$ cat config.mk
export PLATFORM = sky130hd
export DESIGN_NAME = mbist_march_ctrl
export DESIGN_NICKNAME = d
export VERILOG_FILES = /design/src/rtl/mbist_pkg.sv /design/src/rtl/mbist_cmp_pipe.sv /design/src/rtl/mbist_march_ctrl.sv
export SDC_FILE = /design/constraint.sdc
export NUM_CORES = 1
export LEC_CHECK = 0
export CAP_MARGIN = 15
export CORE_ASPECT_RATIO = 1.1
export CORE_UTILIZATION = 57
export DETAILED_ROUTE_END_ITERATION = 8
export GPL_ROUTABILITY_DRIVEN = 0
export GPL_TIMING_DRIVEN = 0
export PLACE_DENSITY = 0.82
export RECOVER_POWER = 25
export SLEW_MARGIN = 10
export SYNTH_ARGS = -nofsm -noshare
export SYNTH_HDL_FRONTEND = slang
export SYNTH_SLANG_ARGS = --single-unit
$ cat constraint.sdc
create_clock -name clk -period 6.6 [get_ports clk]
set_input_delay 0.66 -clock clk [delete_from_list [all_inputs] [get_ports clk]]
set_output_delay 0.66 -clock clk [all_outputs]
set_load 0.05 [all_outputs]
$ cat src/rtl/mbist_pkg.sv
// Shared definitions for the March C- MBIST controller: element indices,
// FSM encoding and per-element behaviour tables.
package mbist_pkg;

  localparam logic [2:0] E0 = 3'd0;
  localparam logic [2:0] E1 = 3'd1;
  localparam logic [2:0] E2 = 3'd2;
  localparam logic [2:0] E3 = 3'd3;
  localparam logic [2:0] E4 = 3'd4;
  localparam logic [2:0] E5 = 3'd5;

  typedef enum logic [2:0] {
    S_IDLE  = 3'd0,
    S_SETUP = 3'd1,
    S_RUN   = 3'd2,
    S_DRAIN = 3'd3,
    S_DONE  = 3'd4
  } state_t;

  // Bit i of each table describes element Ei.
  localparam logic [5:0] ELEM_DOWN   = 6'b011000;  // descending address order
  localparam logic [5:0] ELEM_TWO_OP = 6'b011110;  // read then write per address
  localparam logic [5:0] ELEM_HAS_WR = 6'b011111;  // element contains a write
  localparam logic [5:0] ELEM_RD_ONE = 6'b010100;  // reads expect all ones
  localparam logic [5:0] ELEM_WR_ONE = 6'b001010;  // writes store all ones

  function automatic logic elem_bit(input logic [5:0] tbl, input logic [2:0] e);
    logic r;
    r = 1'b0;
    if (e <= E5) r = tbl[e];
    return r;
  endfunction

endpackage

$ cat src/rtl/mbist_cmp_pipe.sv
// Read-compare pipeline: aligns each read's tag with the returned data two
// cycles later, counts miscompares and captures the first one.
module mbist_cmp_pipe #(
  parameter int DATA_WIDTH = 8,
  parameter int ADDR_WIDTH = 4,
  parameter int CNT_WIDTH  = 8
) (
  input  logic                  clk,
  input  logic                  rst_n,
  input  logic                  clear,
  input  logic                  push_valid,
  input  logic [ADDR_WIDTH-1:0] push_addr,
  input  logic [2:0]            push_elem,
  input  logic [DATA_WIDTH-1:0] push_exp,
  input  logic [DATA_WIDTH-1:0] rdata,
  output logic [CNT_WIDTH-1:0]  fail_count,
  output logic [ADDR_WIDTH-1:0] fail_addr,
  output logic [2:0]            fail_elem,
  output logic [DATA_WIDTH-1:0] fail_syndrome
);

  typedef struct packed {
    logic                  valid;
    logic [ADDR_WIDTH-1:0] addr;
    logic [2:0]            elem;
    logic [DATA_WIDTH-1:0] exp_data;
  } tag_t;

  tag_t s1_q, s2_q;
  logic first_q;
  logic miscompare;

  assign miscompare = s2_q.valid && (rdata != s2_q.exp_data);

  always_ff @(posedge clk or negedge rst_n) begin
    if (!rst_n) begin
      s1_q          <= '0;
      s2_q          <= '0;
      first_q       <= 1'b0;
      fail_count    <= '0;
      fail_addr     <= '0;
      fail_elem     <= '0;
      fail_syndrome <= '0;
    end else if (clear) begin
      s1_q          <= '0;
      s2_q          <= '0;
      first_q       <= 1'b0;
      fail_count    <= '0;
      fail_addr     <= '0;
      fail_elem     <= '0;
      fail_syndrome <= '0;
    end else begin
      s1_q <= {push_valid, push_addr, push_elem, push_exp};
      s2_q <= s1_q;
      if (miscompare) begin
        if (fail_count != '1) fail_count <= fail_count + CNT_WIDTH'(1);
        if (!first_q) begin
          first_q       <= 1'b1;
          fail_addr     <= s2_q.addr;
          fail_elem     <= s2_q.elem;
          fail_syndrome <= rdata ^ s2_q.exp_data;
        end
      end
    end
  end

endmodule

$ cat src/rtl/mbist_march_ctrl.sv
// March C- MBIST controller: sequences the six March elements over one
// single-port memory and reports pass/fail with first-failure capture.
module mbist_march_ctrl
  import mbist_pkg::*;
#(
  parameter int DATA_WIDTH = 8,
  parameter int ADDR_WIDTH = 4,
  parameter int CAPACITY   = 16,
  parameter int CNT_WIDTH  = 8
) (
  input  logic                  clk,
  input  logic                  rst_n,
  input  logic                  start,
  output logic                  busy,
  output logic                  done,
  output logic                  pass,
  output logic [CNT_WIDTH-1:0]  fail_count,
  output logic [ADDR_WIDTH-1:0] fail_addr,
  output logic [2:0]            fail_elem,
  output logic [DATA_WIDTH-1:0] fail_syndrome,
  output logic                  mem_write_read,
  output logic [ADDR_WIDTH-1:0] mem_address,
  output logic [DATA_WIDTH-1:0] mem_wdata,
  input  logic [DATA_WIDTH-1:0] mem_rdata
);

  localparam logic [ADDR_WIDTH-1:0] LAST_ADDR = ADDR_WIDTH'(CAPACITY - 1);

  // Handshake: start is a single-cycle pulse, accepted only in IDLE or DONE;
  // busy is high from the cycle after acceptance until done rises, done then
  // holds (with pass) until the next accepted start. start while busy is ignored.
  state_t                state_q, state_d;
  logic [2:0]            elem_q;
  logic [ADDR_WIDTH-1:0] addr_q;
  logic                  phase_q;
  logic                  drain_q;
  logic                  accept, two_op, down, last_op, last_addr;
  logic                  op_write, op_read;

  assign accept    = start && ((state_q == S_IDLE) || (state_q == S_DONE));
  assign two_op    = elem_bit(ELEM_TWO_OP, elem_q);
  assign down      = elem_bit(ELEM_DOWN, elem_q);
  assign last_op   = !two_op || phase_q;
  assign last_addr = down ? (addr_q == '0) : (addr_q == LAST_ADDR);
  assign op_write  = (state_q == S_RUN) && (two_op ? phase_q : elem_bit(ELEM_HAS_WR, elem_q));
  assign op_read   = (state_q == S_RUN) && !op_write;

  always_ff @(posedge clk or negedge rst_n) begin
    if (!rst_n) state_q <= S_IDLE;
    else        state_q <= state_d;
  end

  always_comb begin
    state_d = state_q;
    unique case (state_q)
      S_IDLE, S_DONE: if (accept) state_d = S_SETUP;
      S_SETUP:        state_d = S_RUN;
      S_RUN:          if (last_op && last_addr) state_d = (elem_q == E5) ? S_DRAIN : S_SETUP;
      S_DRAIN:        if (drain_q) state_d = S_DONE;
      default:        state_d = S_IDLE;
    endcase
  end

  // Address moves only after the final operation at an address, and never
  // steps past either end of the tested range.
  always_ff @(posedge clk or negedge rst_n) begin
    if (!rst_n) begin
      elem_q  <= E0;
      addr_q  <= '0;
      phase_q <= 1'b0;
      drain_q <= 1'b0;
    end else begin
      unique case (state_q)
        S_IDLE, S_DONE: begin
          if (accept) begin
            elem_q  <= E0;
            phase_q <= 1'b0;
            drain_q <= 1'b0;
          end
        end
        S_SETUP: begin
          addr_q  <= down ? LAST_ADDR : '0;
          phase_q <= 1'b0;
        end
        S_RUN: begin
          if (!last_op) begin
            phase_q <= 1'b1;
          end else begin
            phase_q <= 1'b0;
            if (!last_addr)          addr_q <= down ? addr_q - ADDR_WIDTH'(1) : addr_q + ADDR_WIDTH'(1);
            else if (elem_q != E5)   elem_q <= elem_q + 3'd1;
          end
        end
        S_DRAIN: drain_q <= 1'b1;
        default: ;
      endcase
    end
  end

  assign busy           = (state_q == S_SETUP) || (state_q == S_RUN) || (state_q == S_DRAIN);
  assign done           = (state_q == S_DONE);
  assign pass           = done && (fail_count == '0);
  assign mem_write_read = op_write;
  assign mem_address    = addr_q;
  // Write data is set up in SETUP and held for the whole element.
  assign mem_wdata      = ((state_q == S_SETUP) || (state_q == S_RUN))
                          ? {DATA_WIDTH{elem_bit(ELEM_WR_ONE, elem_q)}} : '0;

  mbist_cmp_pipe #(
    .DATA_WIDTH(DATA_WIDTH),
    .ADDR_WIDTH(ADDR_WIDTH),
    .CNT_WIDTH (CNT_WIDTH)
  ) u_cmp_pipe (
    .clk          (clk),
    .rst_n        (rst_n),
    .clear        (accept),
    .push_valid   (op_read),
    .push_addr    (addr_q),
    .push_elem    (elem_q),
    .push_exp     ({DATA_WIDTH{elem_bit(ELEM_RD_ONE, elem_q)}}),
    .rdata        (mem_rdata),
    .fail_count   (fail_count),
    .fail_addr    (fail_addr),
    .fail_elem    (fail_elem),
    .fail_syndrome(fail_syndrome)
  );

endmodule
==> qor.txt <==
Status: complete, but fails checks
Failing checks: max-capacitance violations, max-slew violations
Antenna violations before repair: 0
Final core utilization: 73.8%
Setup WS post-layout: 2.85 ns
TritonCTS clock tree: yes
Sequential cell area: 1350 sq um
Max Cap Viol: 1
Grt total ovfl: 0
Crit share post-route: 56.8%
Mean Syn Cell Area: 9.67 sq um
Clock buffer depth: 2
Hold Vio Cnt, Final: 0
Clk_lat worst skew: 0.31 ns
Clk_skew: 0.00748 ns
Relative slew slack: -30.5%
Place WS: 3.16 ns
Leakage: 1.52 nW
Die H: 75.9 um
Initial Utilization: 60.1%
ANT cells: 0
Via count of the routed design: 2258
Placeable Area: 4720 sq um
CTS H-tree lvls: 2
Slowest stage delay, CP: 0.80 ns
Largest net degree at the start of global routing: 40
Layout cell share with drive strength beyond 1: 10.5%
CTS root buf: clkbuf_8
Routed Wire Length: 5.54 mm
CP Capture Type: output pin
Most common cell after layout, fill and taps aside: dfrtp_1
Post-synth EDFFs: 0
Die W: 69.2 um
Multi-input logic area: 1310 sq um
Fillers: 338
Critical path cell sequence: clkbuf_1, nor2b_1, nor2_1, nor4_1, buf_4, clkdlybuf4s50_1
HP Class: in2async
Yosys cell types: 49
Hold_buf cts: 0
Max stage delay cell, worst path: clkdlybuf4s50_1
Worst-margin pin slew: 1.96 ns
Hold WS: 0.456 ns
Setup TNS: 0 ns
Syn nets: 313
Synthesized cell area: 2830 sq um
Nets: 370
Final Critical Period: 3.75 ns
Prevailing post-synth register cell: dfrtp_1
Synth Instances: 293
Path type of the worst setup path: reg2out
WP data required: 5.94 ns
Post-synthesis sequential area ratio: 47.7%
Achievable Freq: 267 MHz
Pwr Density: 302 nW/um^2
Setup violators final: 0
Top post-synthesis cells by area: dfrtp_1 48%, nor2_1 4.5%, a211oi_2 4.0%
Top-area cell type share of the netlist area: 47.7%
Detailed Route Iter0 Violations: 182
Maximum vdd drop: 0.230 mV
Async S/R FF share, synth: 100%
Post-CTS setup repair buffer count: 0
Top cell type by total area after synthesis: dfrtp_1
Area grow syn2layout: 22.9%
# rows: 26
Vias per inst: 5.55
PortBufs: 49
Die area: 5260 sq um
Clock buffer count from CTS: 5
# IOs: 50
Vias in the first global route: 2240
GR Util All Layers: 23.2%
DR pass1 iterations: 4
First-pass GRT wire length: 9.89 mm
Synth Register Bits: 54
Clk sinks: 54
Clock Pin Slew Worst Setup and Hold Paths: 0.10 ns
RSZ-0062 raised after global routing: no
Post-DP HPWL: 4.19 mm
Post-CTS Resized: 0
CP Max Fanout: 10
Data arrival, critical path: 3.09 ns
Slew Viols, Final: 40
DRC Markers: 0
Antenna Violating Nets Remaining: 0
Synthesis Warnings: 0
DR WL/cell: 13.6 um
Startpoint Class: flip-flop
Most frequent cells in the layout: 54 x dfrtp_1, 48 x clkdlybuf4s50_1, 34 x nor2_1
-- per-layer routing --
layer  up-vias  global-route usage, %  routed length (um)
li1       1136                      -                   -
met1      1061                   29.0                2500
met2        47                   39.3                2730
met3        14                   4.65                 180
met4         0                   9.39                 127
met5         -                      0                   0
-- per-stage QoR --
stage               cell area [sq um]  power (W)  instances
floorplan                        2830   0.000740        293
detailed placement               3410   0.000875        399
finish                           3480    0.00105        407
global route                     3480    0.00112        407
global placement                 3390   0.000866        398
CTS                              3500    0.00106        407
-- cells in the mapped netlist, drive strengths merged, types with 7 or more instances --
cell type	count
inv	12
ha	8
xnor2	9
nand3	16
buf	16
nand4	7
and2	16
a21oi	18
a211oi	10
dfrtp	54
nand2	20
o21ai	15
nor2	34
-- layout make-up --
cell class / count / share of cell area (%)
Multi-Input combinational cell: 205 / 37.6
Sequential cell: 54 / 38.8
Inverter: 12 / 1.29
Buffer: 22 / 3.63
Tap cell: 56 / 2.01
Clock buffer: 5 / 1.98
Clock inverter: 3 / 0.611
Timing Repair Buffer: 50 / 14.0
-- worst max-delay path: cells and delay by family (launching register included) --
| family | cells | cell delay (ns) |
|---|---|---|
| buffers and inverters | 3 | 1.34 |
| DFF | 1 | 0.36 |
| and+or+nand+nor | 3 | 1.07 |
-- power by group --
| group | switching (W) | internal (W) | total [W] |
|---|---|---|---|
| clock network | 0.000109 | 0.0000747 | 0.000184 |
| logic | 0.000287 | 0.000158 | 0.000446 |
| registers | 0.0000371 | 0.000384 | 0.000421 |
-- worst paths after layout --
kind,start,end,slack (ns),depth (start not counted)
hold / removal,rst_n,elem_q[0],0.46,1
max in group asynchronous,rst_n,u_cmp_pipe.fail_count[4],3.82,2
setup reg to reg,elem_q[0],mem_address[3],3.98,10
min in group clk,u_cmp_pipe.s1_q[12],u_cmp_pipe.s2_q[12],0.46,1
hold reg to reg,u_cmp_pipe.s1_q[12],u_cmp_pipe.s2_q[12],0.46,1
setup / recovery,state_q[0],mem_wdata[6],2.85,6
-- logic make-up after synthesis --
logic type	count (synthesis)	synth area share (%)
adder cells (fa/ha/maj)	9	4.24
AND/OR/NAND/NOR	118	21.5
flip-flops	54	47.7
multiplexers	5	1.86
AO/OA/AOI/OAI	64	15.9
XOR/XNOR	9	2.78
buffers and inverters	34	6.05
-- state kept, by name, indices dropped and copies added, names as in the netlist --
register and cells:
u_cmp_pipe.fail_elem 3, u_cmp_pipe.s2_q 9, mem_address 4, u_cmp_pipe.fail_count 8, u_cmp_pipe.fail_syndrome 8, u_cmp_pipe.s1_q 9, phase_q 1, state_q 3
elem_q 3, u_cmp_pipe.first_q 1, u_cmp_pipe.fail_addr 4, drain_q 1
(Power assumes the default switching activity.)
